===== config.mk =====
export PLATFORM = sky130hd
export DESIGN_NAME = interrupt_arbiter
export DESIGN_NICKNAME = d
export VERILOG_FILES = /design/src/rtl/interrupt_arbiter.sv
export SDC_FILE = /design/constraint.sdc
export NUM_CORES = 1
export LEC_CHECK = 0
export CORE_AREA = 3 3 40 42
export DETAILED_ROUTE_END_ITERATION = 6
export DIE_AREA = 0 0 43 45
export PLACE_DENSITY = 0.61
export RECOVER_POWER = 50
export SYNTH_ARGS = -nofsm -noshare
export SYNTH_HDL_FRONTEND = slang
export SYNTH_SLANG_ARGS = --single-unit

===== constraint.sdc =====
create_clock -name clk -period 1.3 [get_ports clk]
set_input_delay 0.325 -clock clk [delete_from_list [all_inputs] [get_ports clk]]
set_output_delay 0.325 -clock clk [all_outputs]
set_load 0.05 [all_outputs]

===== src/rtl/interrupt_arbiter.sv =====
// Interrupt arbiter: synchronises the NMI/IRQ pins, latches NMI edges and
// BRK requests, and at each instruction boundary grants one source as a
// one-hot vector select held until the sequencer acknowledges the fetch.
//
// Handshake: a grant is offered on vectorSelect/busy one cycle after a
// sample strobe that finds an active source; it stays stable until ack is
// seen high on a rising edge while busy=1, after which busy drops next cycle.
module interrupt_arbiter #(
    parameter int SYNC_STAGES  = 2,
    parameter int VECTOR_COUNT = 4
) (
    input  logic                    clk,
    input  logic                    nrst,
    input  logic                    nmiIn,
    input  logic                    irqIn,
    input  logic                    brkReq,
    input  logic                    iFlag,
    input  logic                    sample,
    input  logic                    ack,
    output logic [VECTOR_COUNT-1:0] vectorSelect,
    output logic                    busy,
    output logic                    pending,
    output logic                    fsmState
);

    typedef enum logic [0:0] {
        IDLE  = 1'b0,
        GRANT = 1'b1
    } state_t;

    localparam logic [VECTOR_COUNT-1:0] SEL_RESET = VECTOR_COUNT'(1);
    localparam logic [VECTOR_COUNT-1:0] SEL_NMI   = VECTOR_COUNT'(2);
    localparam logic [VECTOR_COUNT-1:0] SEL_BRK   = VECTOR_COUNT'(4);
    localparam logic [VECTOR_COUNT-1:0] SEL_IRQ   = VECTOR_COUNT'(8);

    state_t                  state;
    state_t                  stateNext;
    logic [VECTOR_COUNT-1:0] selNext;
    logic [SYNC_STAGES-1:0]  nmiSyncQ;
    logic [SYNC_STAGES-1:0]  irqSyncQ;
    logic                    nmiSync;
    logic                    irqSync;
    logic                    nmiPrev;
    logic                    nmiFall;
    logic                    nmiLatch;
    logic                    brkLatch;
    logic                    irqActive;
    logic                    anySource;
    logic                    clrNmi;
    logic                    clrBrk;

    assign nmiSync   = nmiSyncQ[SYNC_STAGES-1];
    assign irqSync   = irqSyncQ[SYNC_STAGES-1];
    assign nmiFall   = nmiPrev & ~nmiSync;
    assign irqActive = ~irqSync & ~iFlag;
    assign anySource = nmiLatch | brkLatch | irqActive;
    assign busy      = (state == GRANT);
    assign fsmState  = state;

    // Pin synchronisers plus the NMI edge-detect flop; all idle high.
    always_ff @(posedge clk or negedge nrst) begin
        if (!nrst) begin
            nmiSyncQ <= '1;
            irqSyncQ <= '1;
            nmiPrev  <= 1'b1;
        end else begin
            nmiSyncQ <= {nmiSyncQ[SYNC_STAGES-2:0], nmiIn};
            irqSyncQ <= {irqSyncQ[SYNC_STAGES-2:0], irqIn};
            nmiPrev  <= nmiSync;
        end
    end

    // Request latches: a new set in the clearing cycle wins over the clear.
    always_ff @(posedge clk or negedge nrst) begin
        if (!nrst) begin
            nmiLatch <= 1'b0;
            brkLatch <= 1'b0;
            pending  <= 1'b0;
        end else begin
            nmiLatch <= nmiFall | (nmiLatch & ~clrNmi);
            brkLatch <= brkReq  | (brkLatch & ~clrBrk);
            pending  <= anySource;
        end
    end

    // FSM state and held grant register; reset forces the reset-vector grant.
    always_ff @(posedge clk or negedge nrst) begin
        if (!nrst) begin
            state        <= GRANT;
            vectorSelect <= SEL_RESET;
        end else begin
            state        <= stateNext;
            vectorSelect <= selNext;
        end
    end

    // Next-state, priority select and latch-clear decode.
    always_comb begin
        stateNext = state;
        selNext   = vectorSelect;
        clrNmi    = 1'b0;
        clrBrk    = 1'b0;
        case (state)
            IDLE: begin
                selNext = '0;
                if (sample && anySource) begin
                    stateNext = GRANT;
                    if (nmiLatch)      selNext = SEL_NMI;
                    else if (brkLatch) selNext = SEL_BRK;
                    else               selNext = SEL_IRQ;
                end
            end
            GRANT: begin
                if (ack) begin
                    stateNext = IDLE;
                    selNext   = '0;
                    clrNmi    = (vectorSelect == SEL_NMI);
                    clrBrk    = (vectorSelect == SEL_BRK);
                end
            end
            default: begin
                stateNext = IDLE;
                selNext   = '0;
            end
        endcase
    end

endmodule


==> results.cfg, run 1 <==
[worst_setup_path]
critPathKind = flop to output port
critPathLaunchType = flop
endpoint = busy
critical_path.reg2reg.endpoint = nmiLatch
critical_path.cell_chain = buf_12 > buf_12
crit_path_max_fanout = 3
critical_path.top_delay_family = flip-flops
timing.critical_path.mode_cell = buf_12
cp_launch_point = busy
critPathBufInv = 2
reg2reg_from = busy
setup.reg_to_reg.worst_slack_ns = -0.04
worst-path-stages = 2
timing.critical_path.to_type = output port
slowest_stage = dfstp_4
critPathRequiredTime_ns = 0.98
slowest_delay_ns = 0.63
timing.critical_path.arrival_ns = 1.13
ff2ff_path_depth = 4

[floorplan]
die_x_um = 43
design.core.area_um2 = 1280
die_area_um2 = 1940
std_cell_rows = 13
count_of_pins_on_the_block_boundary = 15
floorplan_die_height_um = 45
initial_core_util_pct = 36.6

[global_route]
grt.overflow.total = 0
antenna_found_initial = 0
gr-usage-all-layers_pct = 11.7
grt_max_degree = 14
via_count_of_the_first_global_routing_pass = 394
grt_pass1_wl_um = 1670

[route]
drcViolationCount = 0
via_count = 339
antenna_left = 0
average_detailed_routed_wire_length_per_instance_um = 13.5
first_pass_iters = 1
first_iter_violations = 0
routed_wl_um = 955
via_per_inst = 4.77

[sta]
timing_max_transition_violations_final = 0
slew_headroom_pct = 55.3
worst_slack_ns = -0.158
layout_worst_path_cycle_share_pct = 112
period_needed_ns = 1.46
rsz0062_at_grt = yes
max_freq_mhz = 686
hold_viol_final = 0
fin_skew_ns = 0.00369
worst-slew-pin-transition_ns = 0.671
setup-violations-final = 4

[power]
netSwitchingPower_mw = 0.279
power_leakage_nw = 0.330
internal-power_mw = 0.700
clock_power_share_pct = 25.1
vdd.ir_drop.worst_uv = 686
power.sequential.fraction_pct = 48.3
combinationalPowerShare_pct = 26.6
power_density_nw_per_um2 = 1260
power.total_mw = 0.980
net_switching_share_of_the_total_power_pct = 28.5

[final_layout]
final_layout_size_suffix_gt1_share_pct = 42.9
fillers = 106
n_antenna_cell = 0
area_delta_synth_final_pct = 65.7
most_frequent_cells_in_the_layout = buf_12 (8), dfrtp_1 (6), dfstp_2 (6)
layout.cells.most_common = buf_12
final_util_pct = 60.7
layout_nets = 65

[outcome]
outcome = finished with violations
violations_in_the_final_reports = negative setup slack

[clock_tree]
clock_tree.root_cell = clkbuf_4
ctsLongestPathBuffers = 2
clk_pin_slew_worst_paths_ns = 0.08
cts_buf_count = 3
source_to_sink_clock_delay_at_the_later_pin_of_the_worst_skew_pair_ns = 0.27
tritoncts_num_sinks = 13
tritoncts_clock_tree = built
h_tree_level_count = 1

[placement]
placement.setup.worst_slack_ns = -0.116
weighted_congestion_at_the_end_of_routability_driven_global_placement = 0.739
place.port_buffers = 14
dpl.hpwl_um = 736

[min_path]
hp-class = flop to flop
worstHoldPathCells = 0

[synth]
syn_area_per_cell_um2 = 14.3
synth_sequential_area_ratio_pct = 71.0
netlist.area_leader.share_pct = 39.1
syn_nets = 41
synth.cell_area_um2 = 470
ys_seq_elements = 13
synth_area_leader_cell = dfstp_2
ys_top_cells_by_area = dfstp_2 (39%), dfrtp_1 (32%), nand3b_1 (8.0%)
syn_inst = 33
unique_cell_type_count_in_the_yosys_netlist = 15
yosys_warnings = 0

[job]
cap_viol_max_count = 0
[flip-flops by register name (all words and copies together) (netlist names)]
| signal | count |
|---|---|
| irqSyncQ | 2 |
| pending | 1 |
| nmiLatch | 1 |
| vectorSelect | 4 |
| busy | 1 |
| brkLatch | 1 |
| nmiPrev | 1 |
| nmiSyncQ | 2 |
[layer usage]
metal	share of wire, %	GRT usage (%)	vias up
li1	-	-	159
met1	41	14.5	169
met2	52	19.8	11
met3	6.4	3.59	0
met4	0	3.61	0
met5	0	0	-
[worst reg2reg max path, cell delays in order (launching register included)]
cell and delay (ns):
dfstp_4 0.63, buf_4 0.13, and4bb_1 0.22, nand3b_1 0.08, a22o_1 0.18
[worst min path at each step]
| stage | start | end | slack [ns] |
|---|---|---|---|
| 3_5_place_dp | nmiSyncQ[0] | nmiSyncQ[1] | 0.35 |
| 5_1_grt | nmiSyncQ[0] | nmiSyncQ[1] | 0.37 |
| 4_1_cts | nrst | nmiLatch | 0.34 |
| 3_3_place_gp | nmiSyncQ[0] | nmiSyncQ[1] | 0.35 |
| 6_report | nmiSyncQ[0] | nmiSyncQ[1] | 0.36 |
| 2_1_floorplan | nrst | brkLatch | 0.03 |
[timing repair]
action / CTS / global route
setup endpoints to repair: 3 / 8
setup buffers: 3 / 0
pin swaps: 1 / 0
gates resized for setup: 0 / 1
gates cloned: 0 / 0
hold buffers: 0 / 0
hold endpoints to repair: 0 / 0
[power groups by stage]
stage	Combinational (mW)	Sequential, mW	Clock, mW
after floorplan	0.0574	0.522	0
after global placement	0.241	0.482	0
after detailed placement	0.246	0.487	0
after CTS	0.265	0.474	0.257
after global routing	0.274	0.476	0.277
final	0.261	0.473	0.246
[logic make-up (layout without fill, tap and decap cells)]
group / count (synthesis) / count (layout) / synth area share [%]
DFF: 13 / 13 / 71.0
AOI/OAI and AO/OA: 7 / 7 / 10.4
and+or+nand+nor: 11 / 11 / 16.2
buffers and inverters: 2 / 25 / 2.39
[through the flow]
| stage | hold slack (ns) | std cells | area [um2] | setup TNS [ns] |
|---|---|---|---|---|
| 2_1_floorplan | 0.0294 | 33 | 474 | -0.00992 |
| 3_3_place_gp | 0.346 | 64 | 731 | -0.156 |
| 3_5_place_dp | 0.348 | 64 | 731 | -0.249 |
| 4_1_cts | 0.345 | 71 | 781 | -0.431 |
| 5_1_grt | 0.367 | 71 | 779 | -0.578 |
| 6_report | 0.359 | 71 | 779 | -0.393 |
[cell type report]
cell class	instances	area [um2]	share of cell area [%]
clock inverters	1	5.00	0.642
multi-input cells	18	128	16.4
clock buffers	3	22.5	2.89
repair buffers	20	264	33.9
flip-flops and latches	13	338	43.3
inverters	1	3.75	0.482
well taps	15	18.8	2.41
[synthesized netlist by cell type]
master,count
a21o_1,2
dfrtp_1,6
nand3b_1,5
nand2_1,1
nor2_1,1
dfstp_2,7
buf_4,1
nor2b_1,2
a22o_1,1
inv_1,1
o21ai_0,2
and4bb_1,1
a32o_1,1
o21ai_1,1
and2_1,1
No activity file was read; power rests on OpenSTA's default activity.
==> run 2, diff against run 1 <==
- ABC_AREA: default -> 1
- PLACE_DENSITY: 0.61 -> 0.64
- clock period: 1.3 -> 1.5 ns (I/O delays scaled with it)
==> run 2 against run 1 <==
- the run now ends clean
- critical path depth decreased by 1
- sequential cell count unchanged
- register-to-register slack improved by 0.49 ns
- first-iteration DRC count increased by 1
- highest routed layer is now met4
==> results.cfg, run 2 <==
[sta]
timing_max_transition_violations_final = 0
fin_skew_ns = 0.00348
slew_headroom_pct = 56.7
period_needed_ns = 1.42
setup_total_neg_slack_ns = 0
layout_worst_path_cycle_share_pct = 94.6
hold_viol_final = 0
setup-violations-final = 0
worst-slew-pin-transition_ns = 0.650
max_freq_mhz = 705
rsz0062_at_grt = no

[outcome]
outcome = completed

[worst_setup_path]
slowest_stage = dfstp_2
critical_path.top_delay_family = flip-flops
crit_path_max_fanout = 5
setup.reg_to_reg.worst_slack_ns = 0.45
critPathBufInv = 1
critical_path.reg2reg.endpoint = brkLatch
ff2ff_path_depth = 5
critical_path.cell_chain = buf_12
critPathRequiredTime_ns = 1.12
cp_launch_point = busy
timing.critical_path.to_type = output port
reg2reg_from = busy
timing.critical_path.arrival_ns = 1.04
slowest_delay_ns = 0.63
critPathKind = flop to output port
critPathLaunchType = flop

[final_layout]
layout_nets = 78
most_frequent_cells_in_the_layout = nand2_1 (13), inv_1 (7), dfstp_2 (7), buf_12 (7), dfrtp_1 (6)
largest_register_ffs = 4
n_antenna_cell = 0
final_layout_size_suffix_gt1_share_pct = 37.7
largest-register = vectorSelect
layout.cells.most_common = nand2_1
area_delta_synth_final_pct = 49.1
fillers = 117
layout_top_registers = vectorSelect: 4 flops, irqSyncQ: 2 flops, nmiSyncQ: 2 flops

[synth]
synth_sequential_area_ratio_pct = 65.3
yosysMostFrequentCell = nand2_1
syn_nets = 59
unique_cell_type_count_in_the_yosys_netlist = 13
synth_edf_count = 0
synthTopCellsByCount = nand2_1 (13), dfstp_2 (7), inv_1 (7), dfrtp_1 (6), nor2_1 (4)
yosys_most_used_dff = dfstp_2
netlist.area_leader.share_pct = 35.9
yosys_warnings = 0
syn_inst = 51
ys_async_sr_fraction_pct = 100
synth_area_leader_cell = dfstp_2
ys_seq_elements = 13
ys_top_cells_by_area = dfstp_2 (36%), dfrtp_1 (29%), nand2_1 (9.5%)
synth.cell_area_um2 = 512
syn_area_per_cell_um2 = 10.0

[clock_tree]
h_tree_level_count = 1
clock_tree.root_cell = clkbuf_4
tritoncts_clock_tree = built
source_to_sink_clock_delay_at_the_later_pin_of_the_worst_skew_pair_ns = 0.26
cts_hold_repair.buffers = 0
clk_pin_slew_worst_paths_ns = 0.07
cts_resized = 0
postCtsSetupBuffers = 0
tritoncts_num_sinks = 13
ctsLongestPathBuffers = 2
cts_buf_count = 3

[placement]
place.port_buffers = 14
dpl.hpwl_um = 700
weighted_congestion_at_the_end_of_routability_driven_global_placement = 0.760

[route]
first_iter_violations = 1
first_pass_iters = 2
routed_wl_um = 842
via_count = 373
average_detailed_routed_wire_length_per_instance_um = 10.0
drcViolationCount = 0
via_per_inst = 4.44
antenna_left = 0

[job]
cap_viol_max_count = 0

[power]
power.total_mw = 0.804
power_leakage_nw = 0.361
vdd.ir_drop.worst_uv = 534
power_density_nw_per_um2 = 1050

[min_path]
hold_end = irqSyncQ[1]
worstHoldPathCells = 0
hp-class = flop to flop
min_from = irqSyncQ[0]

[global_route]
via_count_of_the_first_global_routing_pass = 361
grt_pass1_wl_um = 1410
antenna_found_initial = 0
grt_max_degree = 14
gr-usage-all-layers_pct = 10.2
grt.overflow.total = 0

[floorplan]
floorplan_die_height_um = 45
design.core.area_um2 = 1280
initial_core_util_pct = 39.8
count_of_pins_on_the_block_boundary = 15
die_x_um = 43
die_area_um2 = 1940
std_cell_rows = 13
## run 2: cell count changes after synthesis, moves of 3 or more
cell / change
nand3b_1: -5
inv_1: +6
nand3_1: +3
nand2_1: +12
inv_2: +3
nor2_1: +3
## run 2: cell type report
| class | instances | area [um2] | area share [%] |
|---|---|---|---|
| multi-input cells | 27 | 133 | 17.4 |
| clock buffers | 4 | 26.3 | 3.44 |
| well taps | 15 | 18.8 | 2.46 |
| flip-flops and latches | 13 | 334 | 43.8 |
| inverters | 10 | 37.5 | 4.92 |
| repair buffers | 15 | 214 | 28.0 |
## run 2: how the worst max path moves through the flow
stage,slack (ns),cells after the start,to
2_1_floorplan,0.17,1,fsmState
3_3_place_gp,0.17,6,brkLatch
3_5_place_dp,0.14,6,brkLatch
4_1_cts,0.07,1,busy
5_1_grt,0.03,1,busy
6_report,0.08,1,busy
## run 2: stage by stage
stage	instance area, um2	util, %	setup WS (ns)	instances	hold WS [ns]
6_report	763	59.4	0.0813	84	0.360
5_1_grt	763	59.4	0.0347	84	0.366
4_1_cts	767	59.7	0.0664	84	0.363
3_5_place_dp	741	57.6	0.135	80	0.352
3_3_place_gp	741	57.6	0.167	80	0.348
2_1_floorplan	512	-	0.167	51	0.0794
## run 2: routing by layer
metal | global-route usage [%] | share of wire, %
met5 | 0 | 0
met4 | 7.23 | 0.48
met3 | 2.39 | 7.4
met2 | 18.6 | 52
met1 | 10.3 | 40
## run 2: kinds of logic (layout without fill, tap and decap cells)
| family | Yosys count | in the layout | synth area share, % |
|---|---|---|---|
| and+or+nand+nor | 24 | 24 | 21.3 |
| DFF | 13 | 13 | 65.3 |
| buffers and inverters | 11 | 29 | 8.80 |
| AOI/OAI and AO/OA | 3 | 3 | 4.65 |
## run 2: power by group
group / internal (mW) / switching (mW) / leakage [nW]
registers: 0.383 / 0.0279 / 0.141
logic: 0.0902 / 0.104 / 0.205
clock network: 0.103 / 0.0964 / 0.0150
